**src/rtl/sequenciador_pwm.sv**
```systemverilog
// rtl/sequenciador_pwm.sv - PWM profile sequencer driving pulso from a small profile table
// Optional SEQUENCIADOR_PWM_LOOP_EN replays the table endlessly instead of ending in CONCLUIDO.
module sequenciador_pwm #(
  parameter int NUM_PERFIS  = 4,
  parameter int LARGURA     = 8,
  parameter int LARGURA_REP = 8,
  localparam int IW         = $clog2(NUM_PERFIS)
) (
  input  logic                   clock,
  input  logic                   reset,
  input  logic                   escrever,
  input  logic [IW-1:0]          endereco,
  input  logic [LARGURA-1:0]     dado_periodo,
  input  logic [LARGURA-1:0]     dado_alto,
  input  logic [LARGURA_REP-1:0] dado_repeticoes,
  input  logic                   iniciar,
  input  logic                   parar,
  output logic                   pulso,
  output logic                   habilitar_contagem,
  output logic                   ocupado,
  output logic                   concluido,
  output logic [IW-1:0]          perfil_atual
);

  typedef enum logic [2:0] {OCIOSO, CARREGA, EXECUTA, PROXIMO, CONCLUIDO} estado_t;

  estado_t                estado_q, estado_d;
  logic [LARGURA-1:0]     tab_periodo_q [NUM_PERFIS];
  logic [LARGURA-1:0]     tab_alto_q    [NUM_PERFIS];
  logic [LARGURA_REP-1:0] tab_rep_q     [NUM_PERFIS];
  logic [LARGURA-1:0]     periodo_q, periodo_d, alto_q, alto_d, fase_q, fase_d;
  logic [LARGURA_REP-1:0] rep_total_q, rep_total_d, rep_q, rep_d;
  logic [IW-1:0]          indice_q, indice_d;
  logic                   pulso_q, pulso_d, habilitar_q, habilitar_d;
  logic                   ocupado_q, ocupado_d, concluido_q, concluido_d;
  logic                   fim_periodo, fim_perfil, ultimo;

  assign fim_periodo = (fase_q == periodo_q - LARGURA'(1));
  assign fim_perfil  = fim_periodo && (rep_q == rep_total_q - LARGURA_REP'(1));
  assign ultimo      = (indice_q == IW'(NUM_PERFIS - 1));

  always_ff @(posedge clock) begin
    if (!reset) begin
      estado_q    <= OCIOSO;
      periodo_q   <= '0;
      alto_q      <= '0;
      rep_total_q <= '0;
      fase_q      <= '0;
      rep_q       <= '0;
      indice_q    <= '0;
      pulso_q     <= 1'b0;
      habilitar_q <= 1'b0;
      ocupado_q   <= 1'b0;
      concluido_q <= 1'b0;
      for (int i = 0; i < NUM_PERFIS; i++) begin
        tab_periodo_q[i] <= '0;
        tab_alto_q[i]    <= '0;
        tab_rep_q[i]     <= '0;
      end
    end else begin
      estado_q    <= estado_d;
      periodo_q   <= periodo_d;
      alto_q      <= alto_d;
      rep_total_q <= rep_total_d;
      fase_q      <= fase_d;
      rep_q       <= rep_d;
      indice_q    <= indice_d;
      pulso_q     <= pulso_d;
      habilitar_q <= habilitar_d;
      ocupado_q   <= ocupado_d;
      concluido_q <= concluido_d;
      // The table is frozen while a sequence is running
      if (estado_q == OCIOSO && escrever) begin
        tab_periodo_q[endereco] <= dado_periodo;
        tab_alto_q[endereco]    <= dado_alto;
        tab_rep_q[endereco]     <= dado_repeticoes;
      end
    end
  end

  always_comb begin
    estado_d    = estado_q;
    indice_d    = indice_q;
    periodo_d   = periodo_q;
    alto_d      = alto_q;
    rep_total_d = rep_total_q;
    fase_d      = fase_q;
    rep_d       = rep_q;
    unique case (estado_q)
      OCIOSO: begin
        if (iniciar && !parar) begin
          estado_d = CARREGA;
          indice_d = '0;
        end
      end
      CARREGA: begin
        periodo_d   = tab_periodo_q[indice_q];
        alto_d      = tab_alto_q[indice_q];
        rep_total_d = tab_rep_q[indice_q];
        fase_d      = '0;
        rep_d       = '0;
        if (tab_periodo_q[indice_q] == '0 || tab_rep_q[indice_q] == '0) estado_d = PROXIMO;
        else estado_d = EXECUTA;
      end
      EXECUTA: begin
        if (fim_periodo) begin
          fase_d = '0;
          if (fim_perfil) estado_d = PROXIMO;
          else rep_d = rep_q + LARGURA_REP'(1);
        end else begin
          fase_d = fase_q + LARGURA'(1);
        end
      end
      PROXIMO: begin
        if (!ultimo) begin
          indice_d = indice_q + IW'(1);
          estado_d = CARREGA;
        end else begin
`ifdef SEQUENCIADOR_PWM_LOOP_EN
          indice_d = '0;
          estado_d = CARREGA;
`else
          estado_d = CONCLUIDO;
`endif
        end
      end
      CONCLUIDO: begin
        estado_d = OCIOSO;
        indice_d = '0;
      end
      default: estado_d = OCIOSO;
    endcase
    if (parar && estado_q != OCIOSO) begin
      estado_d = OCIOSO;
      indice_d = '0;
    end
  end

  // Outputs are registered from next-state values so they line up with the state they describe
  always_comb begin
    pulso_d     = (estado_d == EXECUTA) && (fase_d < alto_d);
    habilitar_d = (estado_d == EXECUTA);
    ocupado_d   = (estado_d != OCIOSO);
    concluido_d = (estado_d == CONCLUIDO);
  end

  assign pulso              = pulso_q;
  assign habilitar_contagem = habilitar_q;
  assign ocupado            = ocupado_q;
  assign concluido          = concluido_q;
  assign perfil_atual       = indice_q;

endmodule

```
**config.mk**
```make
export PLATFORM = sky130hd
export DESIGN_NAME = sequenciador_pwm
export DESIGN_NICKNAME = d
export VERILOG_FILES = /design/src/rtl/sequenciador_pwm.sv
export SDC_FILE = /design/constraint.sdc
export NUM_CORES = 1
export LEC_CHECK = 0
export ABC_CLOCK_PERIOD_IN_PS = 3500
export CAP_MARGIN = 0
export CORE_MARGIN = 2
export CORE_UTILIZATION = 45
export DETAILED_ROUTE_END_ITERATION = 12
export MAX_ROUTING_LAYER = met4
export PLACE_DENSITY = 0.59
export REMOVE_ABC_BUFFERS = 1
export SLEW_MARGIN = 20
export SYNTH_ARGS = -nofsm -noshare
export SYNTH_HDL_FRONTEND = slang
export SYNTH_SLANG_ARGS = --single-unit
```
**constraint.sdc**
```tcl
create_clock -name clock -period 3.5 [get_ports clock]
set_input_delay 1.05 -clock clock [delete_from_list [all_inputs] [get_ports clock]]
set_output_delay 1.05 -clock clock [all_outputs]
set_load 0.05 [all_outputs]
```
After elaboration in Yosys (flattened, before gate mapping) --
Memory sizes are Yosys's and may differ from the RTL's. A register that Yosys moved wholly into a read port is not among the register bits. Index checks and enable logic that the tools add are counted.
Operators by class: add/sub/neg operators 5, bitwise logic cells 1, multiplexer cells 35, order comparisons 1, reductions and logical operators 20, eq/ne operators 13
Operator list (count):
- two-way mux 8 bit | 7
- case mux 8 bit (2 select lines) | 2
- OR reduction 8 bit | 3
- two-way mux 2 bit | 11
- adder 8 x 1 -> 8 bit (second input constant) | 2
- == test 8 bit | 2
- zero test 8 bit | 2
- subtractor 8 x 1 -> 8 bit (second input constant) | 2
- two-way mux 3 bit | 5
- case mux 3 bit (4 select lines) | 1
- == test 3 x 2 -> 1 bit (second input constant) | 3
- nonzero test 3 bit | 3
- < comparator 8 bit | 1
- two-way mux 1 bit | 8
- == test 3 bit (second input constant) | 2
- != test 2 bit (second input constant) | 3
- case mux 2 bit (3 select lines) | 1
- AND reduction 3 bit | 2
- logical AND 1 bit | 5
- == test 3 x 1 -> 1 bit (second input constant) | 1
- zero test 3 bit | 1
- adder 2 x 1 -> 2 bit (second input constant) | 1
- == test 2 bit (second input constant) | 1
- != test 2 x 1 -> 1 bit (second input constant) | 1
- 5 further kinds | 5
Word-level totals: output and inout port bits 6, RAM bits 96, word-level logic and storage cells 89, flip-flop bits (word level) 49, bits of input ports 31, memories kept 3
Memory list:
- tab_alto_q | words 4, bits a word 8, read ports 1, clocked after Yosys merged registers in 1, write ports 4, line 29 | logic [LARGURA-1:0] tab_alto_q [NUM_PERFIS];
- tab_periodo_q | words 4, bits a word 8, read ports 1, clocked after Yosys merged registers in 1, write ports 4, line 28 | logic [LARGURA-1:0] tab_periodo_q [NUM_PERFIS];
- tab_rep_q | words 4, bits a word 8, read ports 1, clocked after Yosys merged registers in 1, write ports 4, line 30 | logic [LARGURA_REP-1:0] tab_rep_q [NUM_PERFIS];

Logic depth before layout (Yosys ltp) --
Gate-level depths: netlist of the first run.
word-level depth 9, gate-level depth with buffers 16

Worst setup path before layout of the first run --
No wires, ideal clock.
kind register to register, start register periodo_q[0], read port of tab_periodo_q, end register pulso_q, in the netlist pulso, cell stages (with the launch flop) 16, library setup time 0.080 ns, data arrival time 3.025 ns, data required time 3.420 ns, slack 0.395 ns, clock period less this slack 3.105 ns, path through dfxtp_1 > inv_1 > ha_1 > o21ba_1 > a221oi_1 > a41oi_1 > or3_1 > o21a_1 > buf_2 > nor2_1 > nor2_1 > ha_1 > and4_1 > a21oi_1 > nand3_1 > nor3b_1
RTL lines:
- from (decl) | line 31 | logic [LARGURA-1:0] periodo_q, periodo_d, alto_q, alto_d, fase_q, fase_d;
- subtractor 8 x 1 -> 8 bit | line 38 | assign fim_periodo = (fase_q == periodo_q - LARGURA'(1));
- == test 8 bit | line 38
- two-way mux 8 bit | line 106 | if (fim_periodo) begin
- case mux 8 bit (2 select lines) | line 89 | unique case (estado_q)
- via fase_d[5] | line 31
- < comparator 8 bit | line 141 | pulso_d = (estado_d == EXECUTA) && (fase_d < alto_d);
- logical AND 1 bit | line 141
- to (signal assigned) | line 68 | pulso_q <= pulso_d;
- to (decl) | line 34 | logic pulso_q, pulso_d, habilitar_q, habilitar_d;
The timed path passes the listed nets, and every way through them passes these cells. A chain may end at the register's enable or synchronous reset.

Worst setup path in the final report of the first run --
Same ends and word-level chain as after synthesis.

==> impl_metrics.py, run 1 <==
metrics = {
    "clocking": {
        "cts_setup_buffers": 0,
        "cts_sinks": 147,
        "htreeDepth": 4,
        "cts_made_buffers": 17,
        "ctsLongestPathBuffers": 2,
        "hold_buffers": 0,
        "ctsResizeCount": 0,
        "clk_latency_ns": 0.43,
        "clk_pin_slew_ns": 0.06,
        "ctsRootBufferMaster": "clkbuf_16",
        "cts_tree": "done",
    },
    "worst_hold_path": {
        "hold_path.class": "flip-flop to flip-flop",
        "min_to": "rep_total_q[7]",
        "worstHoldStart": "rep_total_q[7]",
        "hold_path_depth": 2,
    },
    "sta": {
        "fin_hold_ws_ns": 0.482,
        "hold_viol_final": 0,
        "timing.final.ws_setup_ns": 0.266,
        "setup-violations-final": 0,
        "drv_slew": 0,
        "fmax_ghz": 0.309,
        "period_share": 0.924,
        "relSlewSlack": 0.641,
        "setup_tns_ns": 0,
        "rsz0062_at_grt": "no",
        "tightest_slew_ns": 0.532,
        "min_period_ns": 3.23,
        "skew_ns": 0.0120,
    },
    "placed_design": {
        "dpl.hpwl_um": 9480,
        "dpl_worst_slack_ns": 0.249,
        "port_buffers": 36,
        "dp_cells": 785,
        "gp_congestion": 0.870,
        "placed_area_mm2": 0.00759,
    },
    "setup_path": {
        "cp_max_fo": 5,
        "reg2regPathDepth": 14,
        "r2r_end": "pulso",
        "rr_startpoint": "periodo_q[0]",
        "crit_required_ns": 3.85,
        "critPathKind": "flip-flop to flip-flop",
        "reg2reg_slack_ns": 0.27,
        "cp-start-kind": "flip-flop",
        "worstPathArrival_ns": 3.59,
        "cp-end-kind": "flip-flop",
    },
    "synth": {
        "synth_seq_area_share": 0.561,
        "synth.ff_latch_count": 147,
        "synth_area_leaders": "edfxtp_1 41%, dfxtp_1 15%, and2_1 9.0%, mux4_2 7.8%, nand2_1 2.4%",
        "synth_cell_types": 58,
        "synth-warning-count": 0,
        "synth_top_area_cell": "edfxtp_1",
        "synthFlopType": "edfxtp_1",
        "yosysMostFrequentCell": "and2_1",
        "netlist_top_cells_count": "100 x and2_1, 96 x edfxtp_1, 51 x dfxtp_1",
        "synth_area_mm2": 0.00696,
        "netlist.area_leader.share": 0.414,
        "synthCells": 573,
        "synth-edff-count": 96,
        "avgSynthCellArea_um2": 12.2,
        "synthArstFlopShare": 0,
    },
    "drt": {
        "route.detailed.drc": 0,
        "wl_um": 14600,
        "firstDrtPassIters": 4,
        "wl_per_cell_um": 17.8,
        "postRouteAntennaNets": 0,
        "num_vias": 4449,
        "drt_iter0_drc": 308,
        "via_per_inst": 5.45,
    },
    "cells_and_area": {
        "num-fill-cells": 1281,
        "final_core_util": 0.540,
        "fin_area_mm2": 0.00818,
        "num_antenna_cells": 0,
        "nNetsFinal": 659,
        "final_cell_count_no_fill": 817,
        "area_growth_pct": 17.5,
        "drive_gt1_frac": 0.130,
    },
    "floorplan": {
        "die_area_mm2": 0.0165,
        "rows": 45,
        "fp.dieH_um": 128,
        "die_w_um": 128,
        "coreArea_mm2": 0.0151,
        "pin_count": 37,
        "start_util": 0.460,
    },
    "power": {
        "powerDensity_mw_per_mm2": 495,
        "power_mw": 4.05,
        "leakagePower_nw": 2.93,
        "ir_drop_mv": 0.374,
    },
    "global_routing": {
        "grt_pass1_wl_um": 23600,
        "grt_max_degree": 29,
        "grt.total_usage": 0.198,
        "grt_pass1_vias": 4523,
        "grt_overflow": 0,
        "antenna_found_initial": 0,
    },
    "run": {
        "max_cap_violations": 0,
    },
    "run_status": {
        "outcome": "finished, final reports clean",
    },
}
-- power breakdown --
part	switching, mW	internal, mW	leakage [nW]
sequential	0.0280	1.93	1.41
combinational	0.165	0.131	1.24
clock	0.740	1.06	0.274
total	0.933	3.12	2.93
-- state kept, by name, summed over array words and instances (netlist names), 2 cells and up, named ones only --
register / flops
rep_q: 8
tab_periodo_q: 32
rep_total_q: 8
fase_q: 8
perfil_atual: 2
estado_q: 3
tab_alto_q: 32
alto_q: 8
periodo_q: 8
tab_rep_q: 32
-- cell type report --
cell class | instances | area (µm²) | area share
sequential | 147 | 3900 | 0.477
multi-input combinational | 390 | 2930 | 0.358
timing repair buffer | 53 | 500 | 0.0612
clock buffer | 19 | 433 | 0.0529
tap | 188 | 235 | 0.0288
clock inverter | 13 | 150 | 0.0184
inverter | 7 | 26.3 | 0.00321
-- cells by family after synthesis --
logic type	count (synthesis)	share of synthesized area
buf+inv	36	0.0212
fa+ha+maj	12	0.0216
xor+xnor	23	0.0289
simple gates	251	0.202
mux	34	0.0920
flops	147	0.561
compound gates	70	0.0735
-- metal layers --
layer	track usage	wire length (µm)	up-vias
met2	0.320	7070	62
met5	-	0	-
li1	-	-	2174
met4	0.0588	170	0
met1	0.246	6880	2198
met3	0.0520	460	15
-- layout by cell type, fill, tap and decap left out, types with 12 or more instances in the layout --
cell type and instances:
a21boi_0 18, a21oi_1 14, and2_1 100, buf_4 16, clkbuf_16 17, clkdlybuf4s50_1 36, dfxtp_1 51, edfxtp_1 96
ha_1 12, mux4_2 24, nand2_1 45, nor2_1 27, xor2_1 16
-- worst max-delay path, cell delays in order (launching register included) --
cell and delay [ns]:
dfxtp_1 0.41, inv_1 0.06, ha_1 0.26, o21ba_1 0.21, a221oi_1 0.31, a41oi_1 0.11, or3_1 0.42, o21a_1 0.21
nor2_2 0.16, nor2_1 0.08, ha_1 0.27, and4_1 0.22, a21oi_1 0.17, nand3_1 0.09, nor3b_1 0.18
-- how the worst max path moves through the flow --
stage	startpoint	end	slack, ns	depth (start not counted)
floorplan	reset	tab_alto_q[2][0]	0.25	3
global placement	periodo_q[0]	pulso	0.37	15
detailed placement	periodo_q[0]	pulso	0.25	14
CTS	periodo_q[0]	pulso	0.23	14
global route	periodo_q[0]	pulso	0.03	15
finish	periodo_q[0]	pulso	0.27	14
Power figures use the tool's default switching activity.
==> run 2, diff against run 1 <==
Settings changed: SETUP_SLACK_MARGIN from default to 0.5.
==> run 2 against run 1 <==
  * Register-to-register slack improved by 0.26 ns
  * Design area increased by 1.4%
  * Critical path depth unchanged
  * Clock-buffer cell count unchanged
  * Clock power about the same
  * Combinational power increased by 5%
  * Non-clock buffer count increased by 3
  * Maximum frequency increased by 8.9%
  * Critical endpoint unchanged
  * Sequential power about the same
  * Clock skew about the same
  * Worst hold slack improved by 0.00081 ns
  * First-iteration DRC count decreased by 2.3%
==> impl_metrics.py, run 2 (synthesis results as in run 1) <==
metrics = {
    "cells_and_area": {
        "nNetsFinal": 662,
        "reg_top3": "tab_alto_q x32, tab_periodo_q x32, tab_rep_q x32",
        "area_growth_pct": 19.1,
        "final_core_util": 0.548,
        "drive_gt1_frac": 0.158,
        "final_cell_mix": "100 x and2_1, 96 x edfxtp_1, 48 x dfxtp_1, 45 x nand2_1, 36 x clkdlybuf4s50_1",
        "final_cell_count_no_fill": 820,
        "num_antenna_cells": 0,
        "mostFrequentLayoutCell": "and2_1",
    },
    "run_status": {
        "outcome": "finished, final reports clean",
    },
    "global_routing": {
        "grt_pass1_wl_um": 23700,
        "grt_overflow": 0,
        "grt.total_usage": 0.199,
        "grt_max_degree": 29,
        "grt_pass1_vias": 4539,
        "antenna_found_initial": 0,
    },
    "power": {
        "combPwrFrac": 0.076,
        "seq_power_share": 0.481,
        "swShare": 0.231,
        "powerDensity_mw_per_mm2": 490,
        "leakagePower_nw": 2.97,
        "clockPowerShare": 0.443,
        "power_switching_uw": 938,
        "power.internal_mw": 3.13,
        "ir_drop_mv": 0.375,
    },
    "drt": {
        "num_vias": 4491,
        "wl_per_cell_um": 17.9,
        "wl_um": 14700,
        "route.detailed.drc": 0,
        "via_per_inst": 5.48,
        "firstDrtPassIters": 4,
        "drt_iter0_drc": 301,
        "postRouteAntennaNets": 0,
    },
    "sta": {
        "hold_viol_final": 0,
        "skew_ns": 0.0123,
        "setup_tns_ns": 0,
        "min_period_ns": 2.97,
        "setup-violations-final": 0,
        "drv_slew": 0,
        "rsz0062_at_grt": "yes",
        "fmax_ghz": 0.337,
        "period_share": 0.849,
        "relSlewSlack": 0.631,
        "tightest_slew_ns": 0.553,
    },
    "setup_path": {
        "cp_max_fo": 5,
        "worstPathArrival_ns": 3.29,
        "crit_chain": "inv_2, ha_4, o21ba_4, a221oi_4, a41oi_2, or3_1, o21a_1, nor2_4, nor2_1, ha_1, and4_4, o211ai_1, a31oi_1, nor3b_2",
        "slowest_stage": "or3_1",
        "cpPeakStageDelay_ns": 0.42,
        "cp-end-kind": "flip-flop",
        "critPathKind": "flip-flop to flip-flop",
        "cp-start-kind": "flip-flop",
        "crit_required_ns": 3.82,
    },
    "floorplan": {
        "coreArea_mm2": 0.0151,
        "pin_count": 37,
        "fp.dieH_um": 128,
        "die_w_um": 128,
        "rows": 45,
        "die_area_mm2": 0.0165,
        "start_util": 0.460,
    },
    "placed_design": {
        "dpl.hpwl_um": 9480,
        "gp_congestion": 0.870,
        "dp_cells": 785,
        "port_buffers": 36,
    },
    "clocking": {
        "cts_made_buffers": 17,
        "ctsLongestPathBuffers": 2,
        "cts_tree": "done",
        "cts_sinks": 147,
        "htreeDepth": 4,
        "clk_latency_ns": 0.43,
        "clk_pin_slew_ns": 0.06,
        "hold_buffers": 0,
        "ctsRootBufferMaster": "clkbuf_16",
    },
    "worst_hold_path": {
        "hold_path.class": "flip-flop to flip-flop",
    },
    "run": {
        "max_cap_violations": 0,
    },
}
## run 2: changes by cell type in the layout (fill, tap and decap cells not counted), moves of 2 or more
cell | previous run | this run
buf_4 | 16 | 19
inv_1 | 7 | 5
dfxtp_2 | 0 | 2
a21oi_2 | 0 | 2
dfxtp_1 | 51 | 48
a21oi_1 | 14 | 12
inv_2 | 0 | 2
## run 2: layout make-up
| class | count | area [µm²] |
|---|---|---|
| clock inverters | 13 | 150 |
| fillers | 1269 | 6850 |
| clock buffers | 19 | 433 |
| multi-input cells | 390 | 3020 |
| repair buffers | 56 | 523 |
| inverters | 7 | 26.3 |
| well taps | 188 | 235 |
| flip-flops and latches | 147 | 3910 |
## run 2: worst max-delay path: cells and delay by family, from the launching register on
family / cells / cell delay [ns]
compound gates: 6 / 1.06
fa+ha+maj: 2 / 0.47
buf+inv: 1 / 0.04
flops: 1 / 0.36
simple gates: 5 / 0.93
## run 2: per-layer routing
metal  vias up  GRT usage  routed length (µm)
met3        16     0.0520                 536
met2        61      0.320                7220
li1       2183          -                   -
met5         -          -                   0
met4         0     0.0601                 174
met1      2231      0.247                6770
## run 2: what timing repair did
action,CTS,global route
pin swaps,1,10
setup endpoints to repair,1,1
buffers inserted,0,3
gates resized for setup,7,16
hold endpoints to repair,0,0
## run 2: power by group through the flow
stage	Sequential (mW)	Combinational (mW)	Clock, mW
floorplan	1.99	0.163	0
global placement	1.99	0.293	0
detailed placement	1.99	0.299	0
CTS	1.96	0.302	1.84
global route	1.96	0.339	1.91
finish	1.96	0.310	1.80
## run 2: worst paths after layout
check / from / to / slack [ns] / cells after the start
worst min register to register: rep_total_q[7] / rep_total_q[7] / 0.48 / 2
worst min-delay path: rep_total_q[7] / rep_total_q[7] / 0.48 / 2
worst max register to register: periodo_q[0] / pulso / 0.53 / 14
worst max-delay path: periodo_q[0] / pulso / 0.53 / 14
## run 2: through the flow
step           area, µm²  power, mW  hold WS (ns)  setup slack [ns]
6_report            8290       4.06         0.482             0.529
5_1_grt             8290       4.21         0.532             0.399
4_1_cts             8200       4.10         0.489             0.551
3_5_place_dp        7590       2.29         0.481             0.249
3_3_place_gp        7590       2.28         0.479             0.368
2_1_floorplan       6840       2.16         0.455             0.251
==> run 3, diff against run 2 <==
Settings changed: ABC_CLOCK_PERIOD_IN_PS 3500 to 3110.
Clock period 3.5 ns to 3.11 ns, I/O delays scaled along.
==> run 3 against run 2 <==
  * Global-route usage grew 0.33 points
  * Cell count rose by 0.85%
  * Register-to-register slack got worse by 0.39 ns
  * Non-clock buffer count rose by 7
  * Critical path depth unchanged
  * Clock-buffer cell count is 1 lower
  * Total power up 9.9%
  * Largest power group unchanged
  * Worst setup slack worse by 0.39 ns
  * Via count increased by 0.38%
  * Sequential power is 12% higher
==> impl_metrics.py, run 3 (synthesis results as in run 1) <==
metrics = {
    "run_status": {
        "outcome": "finished, final reports clean",
    },
    "clocking": {
        "clk_pin_slew_ns": 0.06,
        "hold_buffers": 0,
        "cts_sinks": 147,
        "clk_latency_ns": 0.42,
        "cts_made_buffers": 17,
        "ctsLongestPathBuffers": 2,
        "htreeDepth": 4,
        "cts_tree": "done",
        "ctsRootBufferMaster": "clkbuf_16",
    },
    "power": {
        "powerDensity_mw_per_mm2": 530,
        "seq_power_share": 0.493,
        "swShare": 0.243,
        "ir_drop_mv": 0.430,
        "combPwrFrac": 0.082,
        "power.internal_mw": 3.38,
        "leakagePower_nw": 3.02,
        "power_switching_mw": 1.08,
        "power_mw": 4.47,
        "clockPowerShare": 0.425,
    },
    "cells_and_area": {
        "final_core_util": 0.557,
        "mostFrequentLayoutCell": "and2_1",
        "area_growth_pct": 21.1,
        "reg_top3": "tab_alto_q x32, tab_periodo_q x32, tab_rep_q x32",
        "num_antenna_cells": 0,
        "fin_area_mm2": 0.00843,
        "nNetsFinal": 669,
        "final_cell_mix": "100 x and2_1, 96 x edfxtp_1, 48 x dfxtp_1, 44 x nand2_1, 36 x clkdlybuf4s50_1",
        "drive_gt1_frac": 0.191,
    },
    "global_routing": {
        "grt_max_degree": 32,
        "grt_pass1_wl_um": 24200,
        "grt_overflow": 0,
        "grt.total_usage": 0.202,
        "grt_pass1_vias": 4606,
        "antenna_found_initial": 0,
    },
    "floorplan": {
        "coreArea_mm2": 0.0151,
        "fp.dieH_um": 128,
        "die_area_mm2": 0.0165,
        "pin_count": 37,
        "rows": 45,
        "die_w_um": 128,
        "start_util": 0.460,
    },
    "drt": {
        "via_per_inst": 5.45,
        "wl_per_cell_um": 17.9,
        "postRouteAntennaNets": 0,
        "route.detailed.drc": 0,
        "wl_um": 14800,
        "num_vias": 4508,
        "drt_iter0_drc": 332,
        "firstDrtPassIters": 4,
    },
    "setup_path": {
        "cp-start-kind": "flip-flop",
        "cp_num_buf_inv": 1,
        "cp-end-kind": "flip-flop",
        "crit_required_ns": 3.41,
        "worstPathArrival_ns": 3.28,
        "cp_max_fo": 5,
        "cpPeakStageDelay_ns": 0.43,
        "critPathKind": "flip-flop to flip-flop",
        "crit_chain": "inv_2, ha_4, o21ba_4, a221oi_2, a41oi_2, or3_4, o21a_4, nor2_4, nor2_1, ha_1, and4_4, o211ai_1, a31oi_1, nor3b_2",
        "slowest_stage": "or3_4",
        "critical-path-top-delay-family": "compound AO/OA/AOI/OAI gates",
        "reg2reg_slack_ns": 0.14,
    },
    "placed_design": {
        "placed_area_mm2": 0.00765,
        "port_buffers": 36,
        "dpl.hpwl_um": 9360,
        "gp_congestion": 0.885,
    },
    "sta": {
        "skew_ns": 0.0111,
        "fmax_ghz": 0.336,
        "relSlewSlack": 0.580,
        "fin_hold_ws_ns": 0.489,
        "setup_tns_ns": 0,
        "hold_viol_final": 0,
        "setup-violations-final": 0,
        "drv_slew": 0,
        "tightest_slew_ns": 0.625,
        "min_period_ns": 2.97,
        "period_share": 0.956,
        "rsz0062_at_grt": "yes",
    },
    "run": {
        "max_cap_violations": 0,
    },
    "worst_hold_path": {
        "hold_path.class": "flip-flop to flip-flop",
    },
}
## run 3: cell count changes in the layout (fill, tap and decap cells not counted), sizes merged
cell,change
inv,+4
buf,+7
bufinv,-2
clkinvlp,-1
clkbuf,-1
## run 3: power groups by stage
| stage | registers, mW | clock network (mW) | logic (mW) |
|---|---|---|---|
| CTS | 2.20 | 1.94 | 0.357 |
| finish | 2.20 | 1.90 | 0.368 |
| floorplan | 2.24 | 0 | 0.184 |
| global route | 2.21 | 2.03 | 0.404 |
| detailed placement | 2.24 | 0 | 0.343 |
| global placement | 2.24 | 0 | 0.336 |
## run 3: layer usage
metal / global-route usage / share of wire / vias to the layer above
met3: 0.0466 / 0.028 / 17
met4: 0.0608 / 0.013 / 0
met2: 0.316 / 0.49 / 63
li1: - / - / 2206
met1: 0.265 / 0.47 / 2222
met5: - / 0 / -
## run 3: final timing paths
check | cells past startpoint | endpoint | startpoint
setup / recovery | 14 | pulso | periodo_q[1]
hold / removal | 2 | periodo_q[7] | periodo_q[7]
setup reg to reg | 14 | pulso | periodo_q[1]
hold reg to reg | 2 | periodo_q[7] | periodo_q[7]
## run 3: tightest hold or removal path, delay by kind of cell (launching register included)
kind               cells  cell delay, ns
AOI/OAI and AO/OA      1            0.07
DFF                    1            0.32
and+or+nand+nor        1            0.06
## run 3: what timing repair did
item,CTS,global route
resized for setup,19,20
endpoints found under the setup margin,8,9
pin swaps,14,17
buffers inserted,4,3
## run 3: cell type report
type	count	area (µm²)
Sequential cell	147	3910
Inverter	7	26.3
Clock buffer	18	429
Timing Repair Buffer	63	624
Tap cell	188	235
Multi-Input combinational cell	390	3090
Fill cell	1264	6710
Clock inverter	14	121
## run 3: per-stage QoR
stage	instances	setup WS, ns
2_1_floorplan	544	-0.0223
3_3_place_gp	788	0.0714
3_5_place_dp	788	-0.0435
4_1_cts	824	0.307
5_1_grt	827	0.0288
6_report	827	0.138
